## src/rtl/logic_op_pkg.sv

```systemverilog
// Shared encodings for the logical-operation monitor: FSM states and the
// result record layout {and, or, eq, cond}.
package logic_op_pkg;

  typedef enum logic [1:0] {
    ST_IDLE  = 2'd0,
    ST_RUN   = 2'd1,
    ST_DRAIN = 2'd2,
    ST_DONE  = 2'd3
  } state_t;

  typedef struct packed {
    logic and_r;
    logic or_r;
    logic eq_r;
    logic cond_r;
  } result_t;

endpackage

```

## src/rtl/logic_op_eval.sv

```systemverilog
// Combinational evaluation of one operand pair into the four result bits.
// Shared with the stimulus-side scoreboard, so keep it free of state.
module logic_op_eval
  import logic_op_pkg::*;
#(
  parameter int WIDTH = 8
) (
  input  logic [WIDTH-1:0] a_i,
  input  logic [WIDTH-1:0] b_i,
  output result_t          res_o
);

  logic a_nz;
  logic b_nz;

  assign a_nz = |a_i;
  assign b_nz = |b_i;

  assign res_o.and_r  = a_nz && b_nz;
  assign res_o.or_r   = a_nz || b_nz;
  assign res_o.eq_r   = (a_i == b_i);
  // Only bits [3:2] and the full-width zero test take part in cond.
  assign res_o.cond_r = ((a_i[3] == b_i[3]) && (a_i[2] != b_i[2])) || !a_nz;

endmodule

```

## src/rtl/logic_op_monitor.sv

```systemverilog
// Consumes (a, b) operand pairs over valid/ready, emits one registered
// result record per pair, counts cond hits and stops after NUM_SAMPLES.
module logic_op_monitor
  import logic_op_pkg::*;
#(
  parameter int WIDTH       = 8,
  parameter int NUM_SAMPLES = 9,
  parameter int CNT_W       = 16
) (
  input  logic             clk,
  input  logic             rst_n,
  input  logic             start,
  input  logic             in_valid,
  output logic             in_ready,
  input  logic [WIDTH-1:0] in_a,
  input  logic [WIDTH-1:0] in_b,
  output logic             out_valid,
  input  logic             out_ready,
  output logic             out_and,
  output logic             out_or,
  output logic             out_eq,
  output logic             out_cond,
  output logic [CNT_W-1:0] out_index,
  output logic [CNT_W-1:0] cond_count,
  output logic             busy,
  output logic             done
);

  state_t             state_q, state_d;
  result_t            res_q, res_d;
  logic               out_valid_q, out_valid_d;
  logic [CNT_W-1:0]   out_index_q, out_index_d;
  logic [CNT_W-1:0]   acc_cnt_q, acc_cnt_d;
  logic [CNT_W-1:0]   cond_count_q, cond_count_d;
  result_t            eval_res;
  logic               accept;
  logic [CNT_W:0]     acc_plus;

  logic_op_eval #(.WIDTH(WIDTH)) u_eval (
    .a_i   (in_a),
    .b_i   (in_b),
    .res_o (eval_res)
  );

  // Single-entry output register with pass-through: a pair may be taken in
  // the same cycle the held record is consumed.
  assign in_ready = (state_q == ST_RUN) && (!out_valid_q || out_ready);
  assign accept   = in_valid && in_ready;
  assign acc_plus = {1'b0, acc_cnt_q} + {{CNT_W{1'b0}}, 1'b1};

  always_comb begin
    state_d      = state_q;
    res_d        = res_q;
    out_valid_d  = out_valid_q;
    out_index_d  = out_index_q;
    acc_cnt_d    = acc_cnt_q;
    cond_count_d = cond_count_q;
    case (state_q)
      ST_IDLE, ST_DONE: begin
        if (start) begin
          state_d      = ST_RUN;
          acc_cnt_d    = '0;
          cond_count_d = '0;
          out_valid_d  = 1'b0;
        end
      end
      ST_RUN: begin
        if (accept) begin
          res_d       = eval_res;
          out_index_d = acc_cnt_q;
          out_valid_d = 1'b1;
          acc_cnt_d   = acc_plus[CNT_W-1:0];
          if (eval_res.cond_r && (cond_count_q != {CNT_W{1'b1}})) begin
            cond_count_d = cond_count_q + 1'b1;
          end
          // Wider compare so NUM_SAMPLES == 2**CNT_W still terminates.
          if (acc_plus == (CNT_W+1)'(NUM_SAMPLES)) begin
            state_d = ST_DRAIN;
          end
        end else if (out_ready) begin
          out_valid_d = 1'b0;
        end
      end
      ST_DRAIN: begin
        if (out_valid_q && out_ready) begin
          out_valid_d = 1'b0;
          state_d     = ST_DONE;
        end
      end
      default: state_d = ST_IDLE;
    endcase
  end

  always_ff @(posedge clk) begin
    if (!rst_n) begin
      state_q      <= ST_IDLE;
      res_q        <= '0;
      out_valid_q  <= 1'b0;
      out_index_q  <= '0;
      acc_cnt_q    <= '0;
      cond_count_q <= '0;
    end else begin
      state_q      <= state_d;
      res_q        <= res_d;
      out_valid_q  <= out_valid_d;
      out_index_q  <= out_index_d;
      acc_cnt_q    <= acc_cnt_d;
      cond_count_q <= cond_count_d;
    end
  end

  assign out_valid  = out_valid_q;
  assign out_and    = res_q.and_r;
  assign out_or     = res_q.or_r;
  assign out_eq     = res_q.eq_r;
  assign out_cond   = res_q.cond_r;
  assign out_index  = out_index_q;
  assign cond_count = cond_count_q;
  assign busy       = (state_q == ST_RUN) || (state_q == ST_DRAIN);
  assign done       = (state_q == ST_DONE);

endmodule

```

## config.mk

```make
export PLATFORM = sky130hd
export DESIGN_NAME = logic_op_monitor
export DESIGN_NICKNAME = d
export VERILOG_FILES = /design/src/rtl/logic_op_pkg.sv /design/src/rtl/logic_op_eval.sv /design/src/rtl/logic_op_monitor.sv
export SDC_FILE = /design/constraint.sdc
export NUM_CORES = 1
export LEC_CHECK = 0
export CORE_AREA = 2 2 60 118
export CTS_CLUSTER_DIAMETER = 50
export DETAILED_ROUTE_END_ITERATION = 8
export DIE_AREA = 0 0 62 120
export PLACE_DENSITY = 0.86
export SLEW_MARGIN = 25
export SYNTH_ARGS = -nofsm -noshare
export SYNTH_HDL_FRONTEND = slang
export SYNTH_SLANG_ARGS = --single-unit
```

## constraint.sdc

```tcl
create_clock -name clk -period 2.3 [get_ports clk]
set_input_delay 0.46 -clock clk [delete_from_list [all_inputs] [get_ports clk]]
set_output_delay 0.46 -clock clk [all_outputs]
set_load 0.01 [all_outputs]
```

* Word-level counts from Yosys, hierarchy flattened
Index checks and enable logic that the tools add are counted.
Word-level totals: flip-flop bits (word level) 55, memories 0, RAM bits 0, latch bits 0, input bits 21, output and inout bits 40, logic and storage cells 63, ROM bits 0
Cells by class: $add $sub $neg 2, div/mod/pow operators 0, shifts and indexed selects 0, bitwise operators 0, equal/unequal tests 14, $mul 0, multiplexer cells 16, $lt $le $gt $ge 0, reduce and logical (&&, ||, !) cells 22
Operators by type and width (count):
- $mux W16 | 4
- $pmux W16 S2 | 2
- $add A16 B1 Y17 const B | 1
- $eq A17 B4 Y1 const B | 1
- $add A16 B1 Y16 const B | 1
- $ne A16 B16 Y1 const B | 1
- $reduce_or A8 Y1 | 2
- $eq A8 B8 Y1 | 1
- $mux W2 | 4
- $reduce_and A4 Y1 | 2
- $logic_and A1 B1 Y1 | 6
- $ne A2 B2 Y1 const B | 3
- $pmux W2 S3 | 1
- $reduce_and A3 Y1 | 2
- $eq A2 B2 Y1 const B | 2
- $logic_or A1 B1 Y1 | 4
- $mux W1 | 4
- $ne A2 B1 Y1 const B | 2
- $ne A3 B3 Y1 const B | 1
- $pmux W1 S3 | 1
- $eq A2 B1 Y1 const B | 1
- $logic_not A1 Y1 | 2
- $logic_not A2 Y1 | 1
- $reduce_and A2 Y1 | 1
- 4 further kinds | 4

* Depth between registers and ports, before layout
Gate-level depths: netlist (run 1).
depth after elaboration 7, mapped depth 11, depth with buffers taken out 8

* Hierarchy
From an unflattened synthesis (run 1), not the netlist that was laid out.
Second synthesis, totals: cell total of the unflattened synthesis 384, area total of the unflattened synthesis 3129.3 um^2
By module, submodules not included:
- logic_op_monitor | cells an instance 364, instances 1, sequential area each 1101.1 um^2, area each 2981.6 um^2
- logic_op_eval | cells an instance 20, instances 1, sequential area each 0.0 um^2, area each 147.6 um^2

* Least setup slack after synthesis (run 1)
OpenSTA, ideal clock, no wires.
path type flip-flop to flip-flop, from register state_q[0], to register cond_count_q[13], in the netlist cond_count[13], setup time 0.116 ns, cell stages (with the launch flop) 11, data arrival time 2.161 ns, slack 0.023 ns, clock period less this slack 2.277 ns, data required time 2.184 ns, buffers on the path 3, cells stage by stage dfxtp_1 > ha_1 > nand2_1 > or2_1 > clkbuf_1 > a21o_1 > clkbuf_1 > o21ai_1 > buf_2 > nor2_1 > a31o_2
On the way: word-level cells in the longest chain between the ends 5, elaborated cells on any way between the ends 12, classes of those cells 5 x eq/ne; 1 x mux; 6 x reduce/logical
RTL lines:
- from (decl) | RTL line logic_op_monitor.sv:29 | state_t state_q, state_d;
- from (signal assigned) | RTL line logic_op_monitor.sv:103 | state_q <= state_d;
- $eq A2 B1 Y1 | RTL line logic_op_monitor.sv:47, logic_op_monitor.sv:58
- $logic_and A1 B1 Y1 | RTL line logic_op_monitor.sv:47 | assign in_ready = (state_q == ST_RUN) && (!out_valid_q || out_ready);
- $logic_and A1 B1 Y1 | RTL line logic_op_monitor.sv:48 | assign accept = in_valid && in_ready;
- $ne A2 B2 Y1 (no line)
- $reduce_and A4 Y1 (no line)
- to (signal assigned) | RTL line logic_op_monitor.sv:108 | cond_count_q <= cond_count_d;
- to (decl) | RTL line logic_op_monitor.sv:34 | logic [CNT_W-1:0] cond_count_q, cond_count_d;
Parallel ways exist; a longest one is shown, timed or not. A chain may end at the register's enable or synchronous reset.

* Worst setup path in the final report (run 1)
from input in_b[2], to register cond_count_q[7], in the netlist cond_count[7]
On the way: word-level cells in the longest chain between the ends 6
RTL lines:
- from (decl) | RTL line logic_op_monitor.sv:16 | input logic [WIDTH-1:0] in_b,
- $ne A1 B1 Y1 | RTL line logic_op_eval.sv:23 | assign res_o.cond_r = ((a_i[3] == b_i[3]) && (a_i[2] != b_i[2])) || !a_nz;
- $logic_and A1 B1 Y1 | RTL line logic_op_eval.sv:23
- $logic_or A1 B1 Y1 | RTL line logic_op_eval.sv:23
- $logic_and A1 B1 Y1 | RTL line logic_op_monitor.sv:73 | if (eval_res.cond_r && (cond_count_q != {CNT_W{1'b1}})) begin
- $ne A2 B1 Y1 (no line)
- $reduce_and A4 Y1 (no line)
Every way passes these cells.

==> results of run 1 <==
[power by group through the flow]
stage	Combinational [mW]	Clock (mW)	Sequential, mW
global route	1.52	0.819	1.04
finish	1.42	0.782	1.03
global placement	1.18	0	1.05
detailed placement	1.22	0	1.05
CTS	1.33	0.779	1.03
floorplan	0.612	0	1.06
[how the worst max path moves through the flow]
| stage | depth (start not counted) | end | from |
|---|---|---|---|
| after CTS | 9 | cond_count[8] | state_q[0] |
| after floorplan | 10 | cond_count[13] | state_q[0] |
| after global placement | 9 | cond_count[13] | in_a[5] |
| final | 8 | cond_count[7] | in_b[2] |
| after global routing | 10 | acc_cnt_q[8] | out_ready |
| after detailed placement | 9 | cond_count[5] | in_a[5] |
[cells in the mapped netlist, drive strengths merged (5+ instances only)]
| master | number |
|---|---|
| a2111oi | 5 |
| a211oi | 7 |
| a21oi | 40 |
| a31o | 7 |
| a31oi | 5 |
| clkbuf | 22 |
| dfxtp | 55 |
| ha | 7 |
| inv | 8 |
| mux2i | 5 |
| nand2 | 62 |
| nand3 | 10 |
| nand4 | 7 |
| nor2 | 41 |
| nor3 | 10 |
| nor4 | 9 |
| o21ai | 15 |
| xnor2 | 11 |
| xor2 | 8 |
[metal layers]
layer / vias up / track usage (%)
met3: 41 / 5.93
met2: 155 / 49.9
met5: - / 0
met1: 1565 / 30.3
met4: 0 / 14.0
li1: 1548 / -
[metrics by stage]
| stage | worst slack (ns) | utilization [%] | std cells |
|---|---|---|---|
| 2_1_floorplan | 0.0230 | - | 374 |
| 3_3_place_gp | -0.469 | 60.2 | 557 |
| 3_5_place_dp | -0.652 | 60.2 | 557 |
| 4_1_cts | 0.00323 | 65.7 | 576 |
| 5_1_grt | -0.0397 | 66.9 | 577 |
| 6_report | 0.0291 | 66.9 | 577 |
[layout make-up]
class / count / area share, %
Multi-Input combinational cell: 284 / 41.8
Timing Repair Buffer: 133 / 26.4
Sequential cell: 55 / 25.1
Clock buffer: 7 / 3.25
Tap cell: 88 / 2.51
Inverter: 9 / 0.769
Clock inverter: 1 / 0.199
[sequential cells by signal, indices dropped and copies added, names as in the netlist]
signal,cells
out_or,1
out_index,16
out_valid,1
cond_count,16
out_cond,1
state_q,2
out_and,1
out_eq,1
acc_cnt_q,16
[what timing repair did]
item                                    in CTS  in global routing
resized for setup                           25                 16
pin swaps                                    5                  3
endpoints found under the setup margin      16                 22
hold buffers                                 0                  0
buffers inserted                            11                  1
[worst max-delay path: stages]
cell             delay [ns]
clkdlybuf4s50_1        0.55
xor2_2                 0.20
a22oi_2                0.10
a41o_1                 0.28
buf_6                  0.17
a211oi_4               0.30
a21oi_1                0.15
a31o_2                 0.24
[cells by family (layout without fill, tap and decap cells)]
kind of cell	count (synthesis)	count (layout)	synth area share [%]
and+or+nand+nor	157	157	24.7
AOI/OAI and AO/OA	96	96	21.8
DFF	55	55	37.9
buffers and inverters	35	150	5.13
xor gates and xnor gates	19	19	5.73
adders and majority gates	7	7	3.02
muxes	5	5	1.72
==> flow_metrics.env, run 1 <==
export IMPL_drt_iter0_drc=217
export IMPL_arrival_ns=2.46
export IMPL_swShare_pct=37.9
export IMPL_dr_wl_met2_um=5790
export IMPL_viasPerCell=5.73
export IMPL_globalplace_congestion=0.943
export IMPL_ant_nets=0
export IMPL_start_kind="primary input"
export IMPL_synth_cells=374
export IMPL_ir_drop_mv=0.778
export IMPL_seqCellArea_sq_um=1100
export IMPL_relSlewSlack_pct=70.7
export IMPL_final_common_cell="buf_4"
export IMPL_maxCapViolations=0
export IMPL_drive_above_1_share_pct=22.9
export IMPL_grt_usage_pct=28.6
export IMPL_grt_pass1_vias=3365
export IMPL_tightestPinTransition_ns=0.439
export IMPL_die_area_sq_um=7440
export IMPL_r2r_setup_slack_ns=0.10
export IMPL_cts_tree="built"
export IMPL_cp_required_ns=2.49
export IMPL_layout_area_overhead_vs_synth_pct=51.3
export IMPL_yosys_warnings=0
export IMPL_rows=42
export IMPL_finalNetCount=516
export IMPL_cts_sinks=55
export IMPL_min_path_type="flop to flop"
export IMPL_cts_buffers=5
export IMPL_pwr_share_comb_pct=43.9
export IMPL_critPathKind="primary input to flop"
export IMPL_port_buffers=60
export IMPL_cts_max_level=2
export IMPL_holdPathEnd="out_index[14]"
export IMPL_internal_power_mw=2.01
export IMPL_syn_area_sq_um=2900
export IMPL_hold_violations=0
export IMPL_synth_edf_count=0
export IMPL_synth_top_area_share_pct=37.9
export IMPL_ys_types=44
export IMPL_pwr_density_cell_nw_per_um2=737
export IMPL_critPathMaxFanout=6
export IMPL_max_freq_mhz=440
export IMPL_post_dp_hpwl_um=6620
export IMPL_final_cell_area_sq_um=4390
export IMPL_p_switching_mw=1.23
export IMPL_n_antenna_cell=0
export IMPL_synth_seq_cells=55
export IMPL_ys_seq_area_share_pct=37.9
export IMPL_cts_root_buf="clkbuf_16"
export IMPL_finalClockSkew_ns=0.00499
export IMPL_remaining_drc_errors=0
export IMPL_grt_max_degree=35
export IMPL_synth_avg_cell_area_sq_um=7.76
export IMPL_ys_flop_type="dfxtp_1"
export IMPL_fillers=469
export IMPL_worst_hold_slack_ns=0.455
export IMPL_highest_layer="met4"
export IMPL_ys_async_sr_fraction_pct=0
export IMPL_reg2reg_to="cond_count[8]"
export IMPL_wl_um=10400
export IMPL_outcome="complete, no violations"
export IMPL_wl_met1_um=3640
export IMPL_synth_area_leaders="dfxtp_1, nand2_1, a21oi_1, nor2_1, xnor2_1"
export IMPL_worstHoldStart="out_index[14]"
export IMPL_core_sq_um=6570
export IMPL_multiInputGateArea_sq_um=1840
export IMPL_placed_cell_area_sq_um=3960
export IMPL_power_frac_seq_pct=31.9
export IMPL_chipHeight_um=120
export IMPL_vias=3309
export IMPL_min_path_cells=2
export IMPL_antenna_found_initial=0
export IMPL_wl_per_cell_um=18.0
export IMPL_initial_core_util_pct=44.2
export IMPL_synth_nets=402
export IMPL_min_period_ns=2.27
export IMPL_die_w_um=62
export IMPL_path_clk_slew_ns=0.07
export IMPL_clkPwrFrac_pct=24.2
export IMPL_dr_pass1_iters=5
export IMPL_final_setup_tns_ns=0
export IMPL_clk_latency_ns=0.30
export IMPL_yosys_area_top_type="dfxtp_1"
export IMPL_total_power_mw=3.24
export IMPL_mostFrequentLayoutCells="buf_4, nand2_1, dfxtp_1, clkdlybuf4s50_1, nor2_1"
export IMPL_end_kind="flop"
export IMPL_wl_met3_um=528
export IMPL_cts_max_path_buffers=2
export IMPL_power_leakage_nw=1.69
export IMPL_layout_worst_path_cycle_share_pct=98.7
export IMPL_top_level_ports=61
export IMPL_maxSlewViolCount=0
export IMPL_reg2reg_from="state_q[0]"
export IMPL_grt_overflow=0
export IMPL_setup_violations=0
export IMPL_grt_pass1_wl_um=16100
export IMPL_ff2ff_path_depth=9
Note: power is estimated with default switching activity, not from simulation.
==> run 2, diff against run 1 <==
REMOVE_ABC_BUFFERS = 1   (was unset)
==> run 2 against run 1 <==
Net effect:
- the flow now finishes with violations (setup timing)
- combinational power decreased by 9.9%
- via count decreased by 5.8%
- global-route usage decreased by 4.7 points
- clock skew decreased by 0.0019 ns
- die area unchanged
- register-to-register slack got worse by 0.06 ns
- sequential power about the same
- fmax decreased by 1.8%
- core utilization decreased by 2.9 points
- largest power group unchanged
- highest routed layer unchanged
- total power decreased by 5.7%
- largest cell class unchanged
- sequential cell count unchanged
- critical path type unchanged
==> flow_metrics.env, run 2 (same netlist as run 1, synthesis figures left out) <==
export IMPL_outcome="finished, violations left"
export IMPL_violations="setup timing"
export IMPL_globalplace_congestion=0.902
export IMPL_grt_pass1_wl_um=13600
export IMPL_multiInputGateArea_sq_um=1760
export IMPL_port_buffers=60
export IMPL_top_level_ports=61
export IMPL_path_clk_slew_ns=0.07
export IMPL_critPathMaxFanout=7
export IMPL_grt_usage_pct=23.8
export IMPL_min_path_type="flop to flop"
export IMPL_ir_drop_mv=0.744
export IMPL_maxSlewViolCount=0
export IMPL_final_setup_tns_ns=-0.0117
export IMPL_setup_violations=1
export IMPL_finalClockSkew_ns=0.00311
export IMPL_maxCapViolations=0
export IMPL_drt_iter0_drc=106
export IMPL_finalNetCount=501
export IMPL_initial_core_util_pct=44.2
export IMPL_fillers=528
export IMPL_cp_cell_sequence="clkdlybuf4s50_1 > nor4_4 > a22oi_2 > a41o_1 > buf_4 > a2111oi_2 > xnor2_1 > nor2_1"
export IMPL_cts_sinks=55
export IMPL_post_dp_hpwl_um=6330
export IMPL_final_common_cell="nand2_1"
export IMPL_post_place_ws_ns=-0.563
export IMPL_grt_pass1_vias=3068
export IMPL_die_area_sq_um=7440
export IMPL_cts_max_level=2
export IMPL_placed_cell_area_sq_um=3940
export IMPL_wl_per_cell_um=15.4
export IMPL_n_antenna_cell=0
export IMPL_relSlewSlack_pct=73.3
export IMPL_critical_path_top_delay_family="compound AO/OA/AOI/OAI gates"
export IMPL_grt_max_degree=35
export IMPL_crit_path_max_incr_delay_ns=0.47
export IMPL_max_freq_mhz=433
export IMPL_power_leakage_nw=1.61
export IMPL_cts_tree="built"
export IMPL_die_w_um=62
export IMPL_layout_worst_path_cycle_share_pct=101
export IMPL_start_kind="primary input"
export IMPL_vias=3118
export IMPL_arrival_ns=2.49
export IMPL_cp_slowest_cell="clkdlybuf4s50_1"
export IMPL_rows=42
export IMPL_seqCellArea_sq_um=1100
export IMPL_grt_overflow=0
export IMPL_core_sq_um=6570
export IMPL_drive_above_1_share_pct=18.4
export IMPL_final_cell_area_sq_um=4200
export IMPL_cts_max_path_buffers=2
export IMPL_antenna_found_initial=0
export IMPL_wl_um=8670
export IMPL_chipHeight_um=120
export IMPL_critPathBufInv=2
export IMPL_min_period_ns=2.31
export IMPL_critPathKind="primary input to flop"
export IMPL_hold_violations=0
export IMPL_clk_latency_ns=0.29
export IMPL_viasPerCell=5.55
export IMPL_total_power_mw=3.05
export IMPL_mostFrequentLayoutCells="nand2_1, buf_4, dfxtp_1, clkdlybuf4s50_1, nor2_1"
export IMPL_tightestPinTransition_ns=0.399
export IMPL_cts_buffers=5
export IMPL_end_kind="flop"
export IMPL_remaining_drc_errors=0
export IMPL_cts_root_buf="clkbuf_16"
export IMPL_cp_required_ns=2.48
export IMPL_layout_area_overhead_vs_synth_pct=44.7
export IMPL_pwr_density_cell_nw_per_um2=726
export IMPL_ant_nets=0
export IMPL_dr_pass1_iters=4
export IMPL_setup_slack_ns=-0.0117
[run 2: changes by cell type in the layout (fill, tap and decap cells not counted), sizes merged]
cell	before	now
buf	73	58
[run 2: through the flow]
step,hold WS (ns),util [%],std cells
finish,0.452,64.0,562
global route,0.471,64.0,562
CTS,0.456,63.1,562
detailed placement,0.446,60.0,553
global placement,0.439,60.0,553
floorplan,0.471,-,348
[run 2: worst reg2reg max path, cell delays in order, from the launching register on]
cell and delay, ns:
dfxtp_1 0.37, ha_1 0.28, nand2_1 0.17, nor3_1 0.08, a41o_1 0.31, buf_4 0.20
a2111oi_2 0.46, xnor2_1 0.21, nor2_1 0.07
[run 2: power by group]
part / total (mW) / leakage (nW) / internal, mW / switching, mW
registers: 1.03 / 0.444 / 0.994 / 0.0350
logic: 1.28 / 1.10 / 0.558 / 0.724
clock network: 0.738 / 0.0679 / 0.404 / 0.334
[run 2: final timing paths]
check	cells past startpoint	from	endpoint	slack [ns]
max	8	in_a[7]	cond_count[5]	-0.01
max reg2reg	8	cond_count[1]	cond_count[5]	0.04
min	2	out_index[2]	out_index[2]	0.45
min reg2reg	2	out_index[2]	out_index[2]	0.45
[run 2: what timing repair did]
| item | CTS | global route |
|---|---|---|
| resized for setup | 15 | 13 |
| pin swaps | 3 | 6 |
| buffers inserted | 1 | 0 |
| hold buffers | 0 | 0 |
| endpoints found under the setup margin | 10 | 21 |
[run 2: metal layers]
layer | share of wire (%) | GRT usage [%] | vias up
met5 | 0 | 0 | -
li1 | - | - | 1526
met1 | 35 | 23.9 | 1452
met2 | 57 | 43.0 | 109
met3 | 4.2 | 3.88 | 31
met4 | 4.2 | 12.9 | 0
[run 2: layout make-up]
type	instances	area share, %
clock buffer	7	3.16
clock inverter	1	0.119
inverter	9	0.804
multi-input combinational	284	41.9
sequential	55	26.2
tap	88	2.62
timing repair buffer	118	25.1
